**src/rtl/cpu_run_controller.sv**
```systemverilog
// Harness sequencer for CPUTop: loads program and data images through the tester
// ports, runs the CPU under a cycle watchdog, then streams data memory back out.
module cpu_run_controller #(
  parameter int PROG_WORDS = 256,
  parameter int DATA_WORDS = 1024,
  parameter int STEP_MAX   = 20000
) (
  input  logic        clock,
  input  logic        reset,
  input  logic        start,
  input  logic        in_valid,
  output logic        in_ready,
  input  logic [31:0] in_data,
  output logic        out_valid,
  input  logic        out_ready,
  output logic [31:0] out_data,
  output logic        busy,
  output logic        finished,
  output logic        timeout,
  output logic [31:0] cycles,
  output logic        io_run,
  input  logic        io_done,
  output logic        io_testerProgMemEnable,
  output logic        io_testerProgMemWriteEnable,
  output logic [15:0] io_testerProgMemAddress,
  output logic [31:0] io_testerProgMemDataWrite,
  output logic        io_testerDataMemEnable,
  output logic        io_testerDataMemWriteEnable,
  output logic [15:0] io_testerDataMemAddress,
  output logic [31:0] io_testerDataMemDataWrite,
  input  logic [31:0] io_testerDataMemDataRead
);

  typedef enum logic [2:0] {
    IDLE, LOAD_PROG, LOAD_DATA, RUN, DUMP_RD, DUMP_OUT, FINISH
  } state_t;

  localparam logic [15:0] PROG_LAST = 16'(PROG_WORDS - 1);
  localparam logic [15:0] DATA_LAST = 16'(DATA_WORDS - 1);
  localparam logic [31:0] STEP_LIM  = 32'(STEP_MAX);

  state_t      state, state_nx;
  logic [15:0] addr;
  logic [31:0] out_q;
  logic        dump_first;
  logic        xfer, out_hs, wd_hit, run_exit, sess_start;
  logic [31:0] cyc_inc;

  assign xfer       = in_valid && in_ready;
  assign out_hs     = out_valid && out_ready;
  assign cyc_inc    = (&cycles) ? cycles : cycles + 32'd1;
  assign wd_hit     = cyc_inc >= STEP_LIM;
  assign run_exit   = io_done || wd_hit;
  assign sess_start = start && (state == IDLE || state == FINISH);

  always_ff @(posedge clock or negedge reset) begin
    if (!reset) state <= IDLE;
    else        state <= state_nx;
  end

  always_comb begin
    state_nx = state;
    case (state)
      IDLE, FINISH: if (start) state_nx = LOAD_PROG;
      LOAD_PROG:    if (xfer && addr == PROG_LAST) state_nx = LOAD_DATA;
      LOAD_DATA:    if (xfer && addr == DATA_LAST) state_nx = RUN;
      RUN:          if (run_exit) state_nx = DUMP_RD;
      DUMP_RD:      state_nx = DUMP_OUT;
      DUMP_OUT:     if (out_hs) state_nx = (addr == DATA_LAST) ? FINISH : DUMP_RD;
      default:      state_nx = IDLE;
    endcase
  end

  // Memory read data is only valid in the first DUMP_OUT cycle, so it is passed
  // straight through then and held in out_q for any stalled cycles after.
  always_ff @(posedge clock or negedge reset) begin
    if (!reset) begin
      addr       <= '0;
      cycles     <= '0;
      timeout    <= 1'b0;
      out_q      <= '0;
      dump_first <= 1'b0;
    end else begin
      dump_first <= (state == DUMP_RD);
      if (sess_start) begin
        addr    <= '0;
        cycles  <= '0;
        timeout <= 1'b0;
      end
      case (state)
        LOAD_PROG: if (xfer) addr <= (addr == PROG_LAST) ? 16'd0 : addr + 16'd1;
        LOAD_DATA: if (xfer) addr <= (addr == DATA_LAST) ? 16'd0 : addr + 16'd1;
        RUN: begin
          cycles <= cyc_inc;
          if (run_exit) addr <= '0;
          if (!io_done && wd_hit) timeout <= 1'b1;
        end
        DUMP_OUT: begin
          if (dump_first) out_q <= io_testerDataMemDataRead;
          if (out_hs && addr != DATA_LAST) addr <= addr + 16'd1;
        end
        default: ;
      endcase
    end
  end

  always_comb begin
    in_ready                    = 1'b0;
    out_valid                   = 1'b0;
    out_data                    = out_q;
    busy                        = 1'b1;
    finished                    = 1'b0;
    io_run                      = 1'b0;
    io_testerProgMemEnable      = 1'b0;
    io_testerProgMemWriteEnable = 1'b0;
    io_testerProgMemAddress     = '0;
    io_testerProgMemDataWrite   = '0;
    io_testerDataMemEnable      = 1'b0;
    io_testerDataMemWriteEnable = 1'b0;
    io_testerDataMemAddress     = '0;
    io_testerDataMemDataWrite   = '0;
    case (state)
      IDLE: busy = 1'b0;
      FINISH: begin
        busy     = 1'b0;
        finished = 1'b1;
      end
      LOAD_PROG: begin
        in_ready = 1'b1;
        if (in_valid) begin
          io_testerProgMemEnable      = 1'b1;
          io_testerProgMemWriteEnable = 1'b1;
          io_testerProgMemAddress     = addr;
          io_testerProgMemDataWrite   = in_data;
        end
      end
      LOAD_DATA: begin
        in_ready = 1'b1;
        if (in_valid) begin
          io_testerDataMemEnable      = 1'b1;
          io_testerDataMemWriteEnable = 1'b1;
          io_testerDataMemAddress     = addr;
          io_testerDataMemDataWrite   = in_data;
        end
      end
      RUN: io_run = 1'b1;
      DUMP_RD: begin
        io_testerDataMemEnable  = 1'b1;
        io_testerDataMemAddress = addr;
      end
      DUMP_OUT: begin
        out_valid = 1'b1;
        if (dump_first) out_data = io_testerDataMemDataRead;
      end
      default: busy = 1'b0;
    endcase
  end

endmodule

```
**config.mk**
```make
export PLATFORM = sky130hd
export DESIGN_NAME = cpu_run_controller
export DESIGN_NICKNAME = d
export VERILOG_FILES = /design/src/rtl/cpu_run_controller.sv
export SDC_FILE = /design/constraint.sdc
export NUM_CORES = 1
export LEC_CHECK = 0
export BUFFER_PORTS_ARGS = -buffer_cell sky130_fd_sc_hd__buf_2
export CORE_ASPECT_RATIO = 2
export CORE_UTILIZATION = 49
export DETAILED_ROUTE_END_ITERATION = 8
export PLACE_DENSITY = 0.86
export SYNTH_ARGS = -nofsm -noshare
export SYNTH_HDL_FRONTEND = slang
export SYNTH_SLANG_ARGS = --single-unit
export TNS_END_PERCENT = 100
```
**constraint.sdc**
```tcl
create_clock -name clock -period 3.6 [get_ports clock]
set_input_delay 0.36 -clock clock [delete_from_list [all_inputs] [get_ports clock]]
set_output_delay 0.36 -clock clock [all_outputs]
set_load 0.02 [all_outputs]
```
==> impl_metrics.toml, run 1 <==
[cells_and_area]
flow.area_growth_from_synthesis_pct = 29.2
post-route-util_pct = 64.9
final.fill_count = 975
combined_flip_flop_and_latch_cell_area_um2 = 2130
finish.net_count = 955
multiInputGateArea_um2 = 3190
most-common-layout-cells = "sky130_fd_sc_hd__buf_2 (238), sky130_fd_sc_hd__dfrtp_1 (85), sky130_fd_sc_hd__and3_1 (75)"
mostFrequentLayoutCell = "sky130_fd_sc_hd__buf_2"
antenna_cells = 0
drive_gt1_share_pct = 39.9

[cts]
path_clk_slew_ns = 0.07
tritoncts = "done"
numCtsBuffers = 9
clock-root-buffer = "sky130_fd_sc_hd__clkbuf_16"
clk_latency_ns = 0.33
clkSinkCount = 85
clock_path_buffers = 2
ctsHtreeMaxLevel = 3

[logic_synthesis]
synth_flop_cell = "sky130_fd_sc_hd__dfrtp_1"
synth_seq_cells = 85
number_of_enable_flip_flop_cells_after_synthesis = 0
syn-mean-instance-area_um2 = 8.62
post_synth_num_cell_types = 71
postSynth.asyncResetShare_pct = 100
synth_fp_nets = 730
synth_warnings = 0
synth-seq-area-share_pct = 37.5
post_synth_instance_area_um2 = 5670
syn_inst = 658

[timing]
slew_violations = 0
final_hold_viol_count = 0
finClkSkew_ns = 0.00634
final_min_period_over_clock_period_pct = 92.5
max_freq_mhz = 300
setup_tns_ns = 0
finalSetupViolCount = 0
rsz0062_at_grt = "no"
slew_headroom_pct = 27.7
worst_pin_slew_ns = 1.08
finalWorstPathRequiredPeriod_ns = 3.33

[setup_path]
cp-end-kind = "register"
crit_path_cell_trace = "ha_1, nand4_4, or4_1, nor2_1, mux2_1, o31a_2, nor4_4, a31oi_4, buf_12, buf_12, o21ai_2"
r2r_slack_ns = 0.27
critical_path_arrival_ns = 3.59
setup.worst_path.start_class = "register"
critical_path.most_common_cell = "sky130_fd_sc_hd__buf_12"
critical_path_required_ns = 3.86
critical_path.reg2reg.startpoint = "cycles[0]"
cp_max_fo = 12
slowest_stage = "sky130_fd_sc_hd__or4_1"
cpPeakStageDelay_ns = 0.62
worstSetupStartpoint = "cycles[0]"
worstSetupPathType = "reg -> reg"

[pwr]
cellLeakagePower_uw = 0.00386
power-per-cell-area_nw_per_um2 = 504
worst_case_vdd_ir_drop_v = 0.000427

[grt]
first_global_vias = 5556
global_route.usage.total_pct = 28.6
grt_start_max_net_pins = 86
antenna_found_initial = 0
globalRouteOverflowTotal = 0
global_route_wire_length_before_repair_um = 27400

[die]
starting_density_of_the_core_pct = 50.2
floorplan.die.width_um = 78.1
floorplan.die_area_um2 = 12000
die_y_um = 154
top_level_ports = 240
floorplan.core_area_um2 = 11300
row_count = 55

[drt]
num_vias = 5959
drt_first_iter_violations = 374
detailedRoute.firstPassIterationCount = 5
wl_per_cell_um = 16.9
via_per_instance_ratio = 5.79
post-route-drc-count = 0
antenna_violating_nets_post_route = 0
finalWirelength_um = 17400

[run_status]
outcome = "complete, no violations"

[job]
maxCapViolCount = 0

[place]
buffer_ports.inserted = 239
hpwl_after_detailed_placement_um = 13100
gp_congestion = 0.974

[worst_hold_path]
min_path_type = "in -> async"
## registers in the layout, indices dropped and copies added, names as in the netlist
name        flops
addr           16
cycles         32
dump_first      1
out_q          32
state           3
timeout         1
## worst paths after layout
check | end | cells past startpoint
min in group clock | out_q[0] | 2
min | cycles[8] | 1
max | addr[14] | 11
max in group asynchronous | cycles[29] | 1
min reg2reg | timeout | 1
max reg2reg | addr[14] | 11
## synth_stat cells (all sizes together), types with 2 or more instances
cell type  instances  area share, %
dfrtp             85             38
and3              79            8.8
o21ai             73            6.8
nand2             51            3.4
nor2              47            3.1
clkbuf            37            2.5
mux2              34            6.8
nor3              34            3.0
a21oi             27            2.6
nand3             24            2.3
inv               21            1.4
nand4             20            2.6
buf               15            1.8
a31oi             12            1.6
and2               8           0.88
nand2b             7           0.77
nor2b              7           0.77
o211ai             7            1.0
nor4               6            1.6
or3                6           0.66
or2                5           0.55
or4                5           0.73
xnor2              5           0.77
o211a              4           0.71
a22o               3           0.46
nand3b             3           0.40
o2111ai            3           0.88
o31ai              3           0.40
a211oi             2           0.26
ha                 2           0.44
o21a               2           0.26
o311ai             2           0.44
o31a               2           0.33
o41ai              2           0.31
## routing by layer
metal  GRT usage [%]  vias up  routed length (um)
met1            33.5     2810                6720
li1                -     2843                   -
met5               0        -                   0
met4            13.8        0                 626
met2            50.1      256                9150
met3            4.15       50                 895
## area by class of cell
class                   count  share of cell area, %
repair buffers            267                   19.6
clock buffers               9                   3.07
multi-input cells         499                   43.6
clock inverters             7                   1.25
flip-flops and latches     85                   29.0
well taps                 142                   2.42
inverters                  21                   1.08
## worst max-delay path, delay by kind of cell, from the launching register on
kind,cells,cell delay [ns]
AND/OR/NAND/NOR,4,1.40
AO/OA/AOI/OAI,3,0.54
flip-flops,1,0.41
multiplexers,1,0.33
buffers and inverters,2,0.31
adder cells (fa/ha/maj),1,0.27
## cells by family after synthesis
kind of cell | share of synthesized area, %
flip-flops | 37.5
AO/OA/AOI/OAI | 17.9
AND/OR/NAND/NOR | 30.0
adder cells (fa/ha/maj) | 0.441
buffers and inverters | 6.24
XOR/XNOR | 0.927
multiplexers | 6.99
## stage by stage
stage	setup WS, ns	hold WS [ns]	instance area (um2)	power [uW]	std cells
detailed placement	0.190	0.481	6960	2710	1011
finish	0.269	0.226	7330	3700	1030
CTS	0.184	0.251	7280	3690	1027
global placement	0.329	0.459	6960	2660	1011
floorplan	0.309	0.0644	5670	2250	658
global route	0.0380	0.258	7330	3880	1030
## where the power goes
group / leakage (uW) / switching, uW / total [uW] / internal (uW)
sequential: 0.00103 / 88.6 / 1270 / 1180
clock: 0.000151 / 411 / 966 / 555
combinational: 0.00268 / 913 / 1460 / 551
## what timing repair did
item	in CTS	in global routing
hold buffers	0	0
buffers inserted	0	3
endpoints found under the setup margin	0	14
resized for setup	0	1
Note: power is estimated with default switching activity, not from simulation.
==> run 2, diff against run 1 <==
CELL_PAD_IN_SITES_DETAIL_PLACEMENT = 2   (was unset)
CELL_PAD_IN_SITES_GLOBAL_PLACEMENT = 2   (was unset)
CORE_MARGIN = 2   (was unset)
CORE_UTILIZATION = 27   (was 49)
CTS_CLUSTER_DIAMETER = 30   (was unset)
PLACE_DENSITY = 0.85   (was 0.86)
==> impl_metrics.toml, run 2 (synthesis gave the netlist of run 1 again) <==
[setup_path]
worstSetupPathType = "reg -> reg"
critical_path_arrival_ns = 3.65
critical_path_required_ns = 3.86
cp-end-kind = "register"
cp_max_fo = 16
setup.worst_path.start_class = "register"

[timing]
rsz0062_at_grt = "no"
finalSetupViolCount = 0
worst_pin_slew_ns = 0.737
slew_headroom_pct = 50.9
finalWorstPathRequiredPeriod_ns = 3.40
setup_tns_ns = 0
finalWorstSetupSlack_ns = 0.202
max_freq_mhz = 294
final_hold_viol_count = 0
slew_violations = 0
final_min_period_over_clock_period_pct = 94.4
finClkSkew_ns = 0.00842

[drt]
via_per_instance_ratio = 5.41
drt_first_iter_violations = 233
antenna_violating_nets_post_route = 0
finalWirelength_um = 25900
post-route-drc-count = 0
wl_per_cell_um = 22.0
detailedRoute.firstPassIterationCount = 6
num_vias = 6360

[die]
row_count = 75
starting_density_of_the_core_pct = 27.2
floorplan.core_area_um2 = 20800
top_level_ports = 240
floorplan.die.width_um = 106
floorplan.die_area_um2 = 22200
die_y_um = 209

[place]
hpwl_after_detailed_placement_um = 19600
gp_congestion = 0.874
dpl_worst_slack_ns = 0.159
buffer_ports.inserted = 239
place.detailed.instances = 1157

[cts]
ctsHtreeMaxLevel = 3
tritoncts = "done"
clk_latency_ns = 0.35
numCtsBuffers = 9
path_clk_slew_ns = 0.08
clkSinkCount = 85
clock_path_buffers = 2
clock-root-buffer = "sky130_fd_sc_hd__clkbuf_16"

[grt]
antenna_found_initial = 2
first_global_vias = 7016
global_route.usage.total_pct = 23.0
global_route_wire_length_before_repair_um = 40100
globalRouteOverflowTotal = 0
grt_start_max_net_pins = 69

[job]
maxCapViolCount = 0

[pwr]
worst_case_vdd_ir_drop_v = 0.000319
cellLeakagePower_uw = 0.00394
power-per-cell-area_nw_per_um2 = 504

[cells_and_area]
mostFrequentLayoutCell = "sky130_fd_sc_hd__buf_2"
combined_flip_flop_and_latch_cell_area_um2 = 2130
drive_gt1_share_pct = 40.9
multiInputGateArea_um2 = 3200
final.fill_count = 2438
flow.area_growth_from_synthesis_pct = 34.4
non_filler_instances = 1176
most-common-layout-cells = "sky130_fd_sc_hd__buf_2 (238), sky130_fd_sc_hd__dfrtp_1 (85), sky130_fd_sc_hd__and3_1 (75)"
finish.net_count = 972
leading_registers_by_flop_count = "cycles: 32 flops, out_q: 32 flops, addr: 16 flops"
post-route-util_pct = 36.6

[worst_hold_path]
min_path_type = "in -> reg"

[run_status]
outcome = "complete, no violations"
## run 2: cell count changes in the layout (fill, tap and decap cells not counted), sizes merged
cell	previous run	this run
buf	267	283
diode	0	2
clkinv	2	1
clkinvlp	1	2
dlygate4sd3	0	1
## run 2: report_power, final
part	internal [uW]	total, uW	switching (uW)
registers	1180	1290	112
clock network	557	1020	465
logic	540	1530	991
## run 2: layer usage
| metal | global-route usage, % | up-vias | wire (um) |
|---|---|---|---|
| li1 | - | 2870 | - |
| met1 | 23.3 | 3227 | 9000 |
| met2 | 45.0 | 198 | 15100 |
| met3 | 2.53 | 65 | 721 |
| met4 | 11.4 | 0 | 1060 |
| met5 | 0 | - | 0 |
## run 2: repair_timing
item                                    CTS  global route
endpoints found under the setup margin    0            14
endpoints found under the hold margin    30             0
buffers inserted                          0             0
gates resized for setup                   0             2
hold buffers                              1             0
## run 2: path summary, 6_finish.rpt
kind	start	to	slack, ns	depth (start not counted)
setup / recovery	cycles[0]	addr[6]	0.20	10
setup reg to reg	cycles[0]	addr[6]	0.20	10
hold reg to reg	out_q[12]	out_q[12]	0.50	1
min in group asynchronous	reset	cycles[8]	0.53	2
hold / removal	io_testerDataMemDataRead[1]	out_q[1]	0.25	2
max in group asynchronous	reset	addr[10]	2.23	3
## run 2: critical path, cell delays in order (launching register included)
cell and delay [ns]:
sky130_fd_sc_hd__dfrtp_1 0.41, sky130_fd_sc_hd__ha_1 0.28, sky130_fd_sc_hd__nand4_4 0.20, sky130_fd_sc_hd__or4_1 0.69
sky130_fd_sc_hd__nor2_1 0.22, sky130_fd_sc_hd__mux2_1 0.35, sky130_fd_sc_hd__o31a_2 0.32, sky130_fd_sc_hd__nor4_4 0.29
sky130_fd_sc_hd__a31oi_4 0.14, sky130_fd_sc_hd__buf_12 0.19, sky130_fd_sc_hd__o21ai_0 0.19
## run 2: area by class of cell
type,instances,share of cell area (%)
Tap cell,269,4.42
Timing Repair Buffer,284,20.4
Antenna cell,2,0.0657
Clock buffer,9,2.96
Multi-Input combinational cell,499,42.0
Clock inverter,7,1.22
Sequential cell,85,27.9
Inverter,21,1.03
## run 2: per-stage QoR
step	hold slack, ns	cell area (um2)	power, uW
3_3_place_gp	0.361	7280	2730
2_1_floorplan	0.0644	5670	2250
4_1_cts	0.240	7600	3870
3_5_place_dp	0.375	7280	2830
6_report	0.251	7620	3840
5_1_grt	0.253	7620	4020
==> run 3, diff against run 2 <==
--- a/config.mk
+++ b/config.mk
@@ -9,10 +9,10 @@
 export CELL_PAD_IN_SITES_DETAIL_PLACEMENT = 2
 export CELL_PAD_IN_SITES_GLOBAL_PLACEMENT = 2
-export CORE_ASPECT_RATIO = 2
+export CORE_ASPECT_RATIO = 0.9
 export CORE_MARGIN = 2
 export CORE_UTILIZATION = 27
 export CTS_CLUSTER_DIAMETER = 30
 export DETAILED_ROUTE_END_ITERATION = 8
-export PLACE_DENSITY = 0.85
+export PLACE_DENSITY_LB_ADDON = 0.1
 export SYNTH_ARGS = -nofsm -noshare
 export SYNTH_HDL_FRONTEND = slang
==> constraint.sdc (replaced) <==
create_clock -name clock -period 3.6 [get_ports clock]
set_input_delay 0.36 -clock clock [delete_from_list [all_inputs] [get_ports clock]]
set_output_delay 0.36 -clock clock [all_outputs]
set_load 0.005 [all_outputs]
==> impl_metrics.toml, run 3 (synthesis gave the netlist of run 1 again) <==
[grt]
globalRouteOverflowTotal = 0
global_route_wire_length_before_repair_um = 36300
globalRouteMet1Util_pct = 26.2
met2_usage_pct = 34.8
met3_usage_grt_pct = 4.40
grt_start_max_net_pins = 68
grt_busiest_layer = "met2"
first_global_vias = 6640
global_route.usage.total_pct = 20.5
antenna_found_initial = 1

[setup_path]
critical_path_required_ns = 3.86
r2r_cells = 10
cp_max_fo = 15
r2r_slack_ns = 0.24
worstSetupStartpoint = "cycles[0]"
cp-end-kind = "register"
timing.rr.end = "addr[8]"
critical_path.reg2reg.startpoint = "cycles[0]"
critical_path_arrival_ns = 3.63
worstSetupPathType = "reg -> reg"
setup.worst_path.start_class = "register"

[cells_and_area]
most-common-layout-cells = "sky130_fd_sc_hd__buf_2 (238), sky130_fd_sc_hd__dfrtp_1 (85), sky130_fd_sc_hd__and3_1 (75)"
flow.area_growth_from_synthesis_pct = 33.6
combined_flip_flop_and_latch_cell_area_um2 = 2130
mostFrequentLayoutCell = "sky130_fd_sc_hd__buf_2"
finish.net_count = 968
final.fill_count = 2374
drive_gt1_share_pct = 40.7
multiInputGateArea_um2 = 3200
leading_registers_by_flop_count = "cycles: 32 flops, out_q: 32 flops, addr: 16 flops"

[timing]
max_freq_mhz = 297
setup_tns_ns = 0
final_hold_viol_count = 0
final_min_period_over_clock_period_pct = 93.5
worst_pin_slew_ns = 0.745
finalWorstPathRequiredPeriod_ns = 3.36
slew_violations = 0
slew_headroom_pct = 50.4
finClkSkew_ns = 0.00800
finalSetupViolCount = 0
hold-worst-slack_ns = 0.263

[pwr]
worst_case_vdd_ir_drop_v = 0.000237
p_sw_uw = 1130
swShare_pct = 33.9
fin_total_pwr_uw = 3330
cell_internal_pwr_uw = 2200
power-per-cell-area_nw_per_um2 = 440
cellLeakagePower_uw = 0.00391
power.share.sequential_pct = 38.2
power.share.clock_pct = 27.2
combinationalPowerShare_pct = 34.5

[cts]
clkSinkCount = 85
clk_latency_ns = 0.35
clock-root-buffer = "sky130_fd_sc_hd__clkbuf_16"
tritoncts = "done"
numCtsBuffers = 9
path_clk_slew_ns = 0.07
ctsHtreeMaxLevel = 3
clock_path_buffers = 2

[die]
die_y_um = 141
row_count = 50
floorplan.die.width_um = 157
top_level_ports = 240
floorplan.core_area_um2 = 20700
floorplan.die_area_um2 = 22200
starting_density_of_the_core_pct = 27.4

[drt]
finalWirelength_um = 22700
wl_per_cell_um = 19.1
post-route-drc-count = 0
drt_first_iter_violations = 296
antenna_violating_nets_post_route = 0
num_vias = 6139
via_per_instance_ratio = 5.17
detailedRoute.firstPassIterationCount = 5

[place]
gp_congestion = 0.826
buffer_ports.inserted = 239
hpwl_after_detailed_placement_um = 17500

[job]
maxCapViolCount = 0

[worst_hold_path]
hp-start = "io_testerDataMemDataRead[14]"
min_path_type = "in -> reg"
end_point_of_the_worst_hold_path = "out_q[14]"
timing.hold.worst_path_depth = 2

[run_status]
outcome = "complete, no violations"
## run 3: how the worst max path moves through the flow
stage / to / depth (start not counted)
after floorplan: addr[5] / 10
after global placement: addr[6] / 9
after detailed placement: addr[3] / 9
after CTS: addr[8] / 10
after global routing: addr[9] / 10
final: addr[8] / 10
## run 3: repair_timing
item | CTS | global route
resized for setup | 0 | 2
endpoints found under the hold margin | 17 | 0
setup buffers | 0 | 1
hold buffers | 1 | 0
endpoints found under the setup margin | 0 | 18
## run 3: power by group through the flow
stage                     Sequential, uW  Combinational [uW]  Clock [uW]
after floorplan                     1240                 680           0
after global placement              1280                1110           0
after detailed placement            1290                1170           0
after CTS                           1280                1170         937
after global routing                1300                1280         975
final                               1270                1150         907
## run 3: area by class of cell
type | instances | share of cell area, %
multi-input combinational | 499 | 42.3
sequential | 85 | 28.1
timing repair buffer | 280 | 20.1
tap | 286 | 4.72
clock buffer | 10 | 3.16
inverter | 21 | 1.04
clock inverter | 6 | 0.611
antenna | 1 | 0.0330
## run 3: worst max-delay path, cell delays in order (launching register included)
cell                        delay, ns
sky130_fd_sc_hd__dfrtp_1         0.42
sky130_fd_sc_hd__ha_1            0.28
sky130_fd_sc_hd__nand4_4         0.20
sky130_fd_sc_hd__or4_1           0.65
sky130_fd_sc_hd__o2111ai_4       0.39
sky130_fd_sc_hd__or3_1           0.18
sky130_fd_sc_hd__nand4_1         0.19
sky130_fd_sc_hd__nor4_4          0.45
sky130_fd_sc_hd__a31oi_4         0.16
sky130_fd_sc_hd__buf_12          0.19
sky130_fd_sc_hd__o21ai_0         0.16
## run 3: layer usage
metal | routed length [um] | share of wire, %
met5 | 0 | 0
met4 | 391 | 1.7
met3 | 1370 | 6.1
met2 | 10800 | 48
met1 | 10000 | 44
## run 3: through the flow
step	cell area (um2)	setup WS, ns	instances	utilization [%]
finish	7570	0.236	1188	36.6
global placement	7250	0.252	1169	35.0
global route	7570	-0.00106	1187	36.6
floorplan	5670	0.437	658	-
detailed placement	7250	0.0760	1169	35.0
CTS	7540	0.0574	1186	36.4
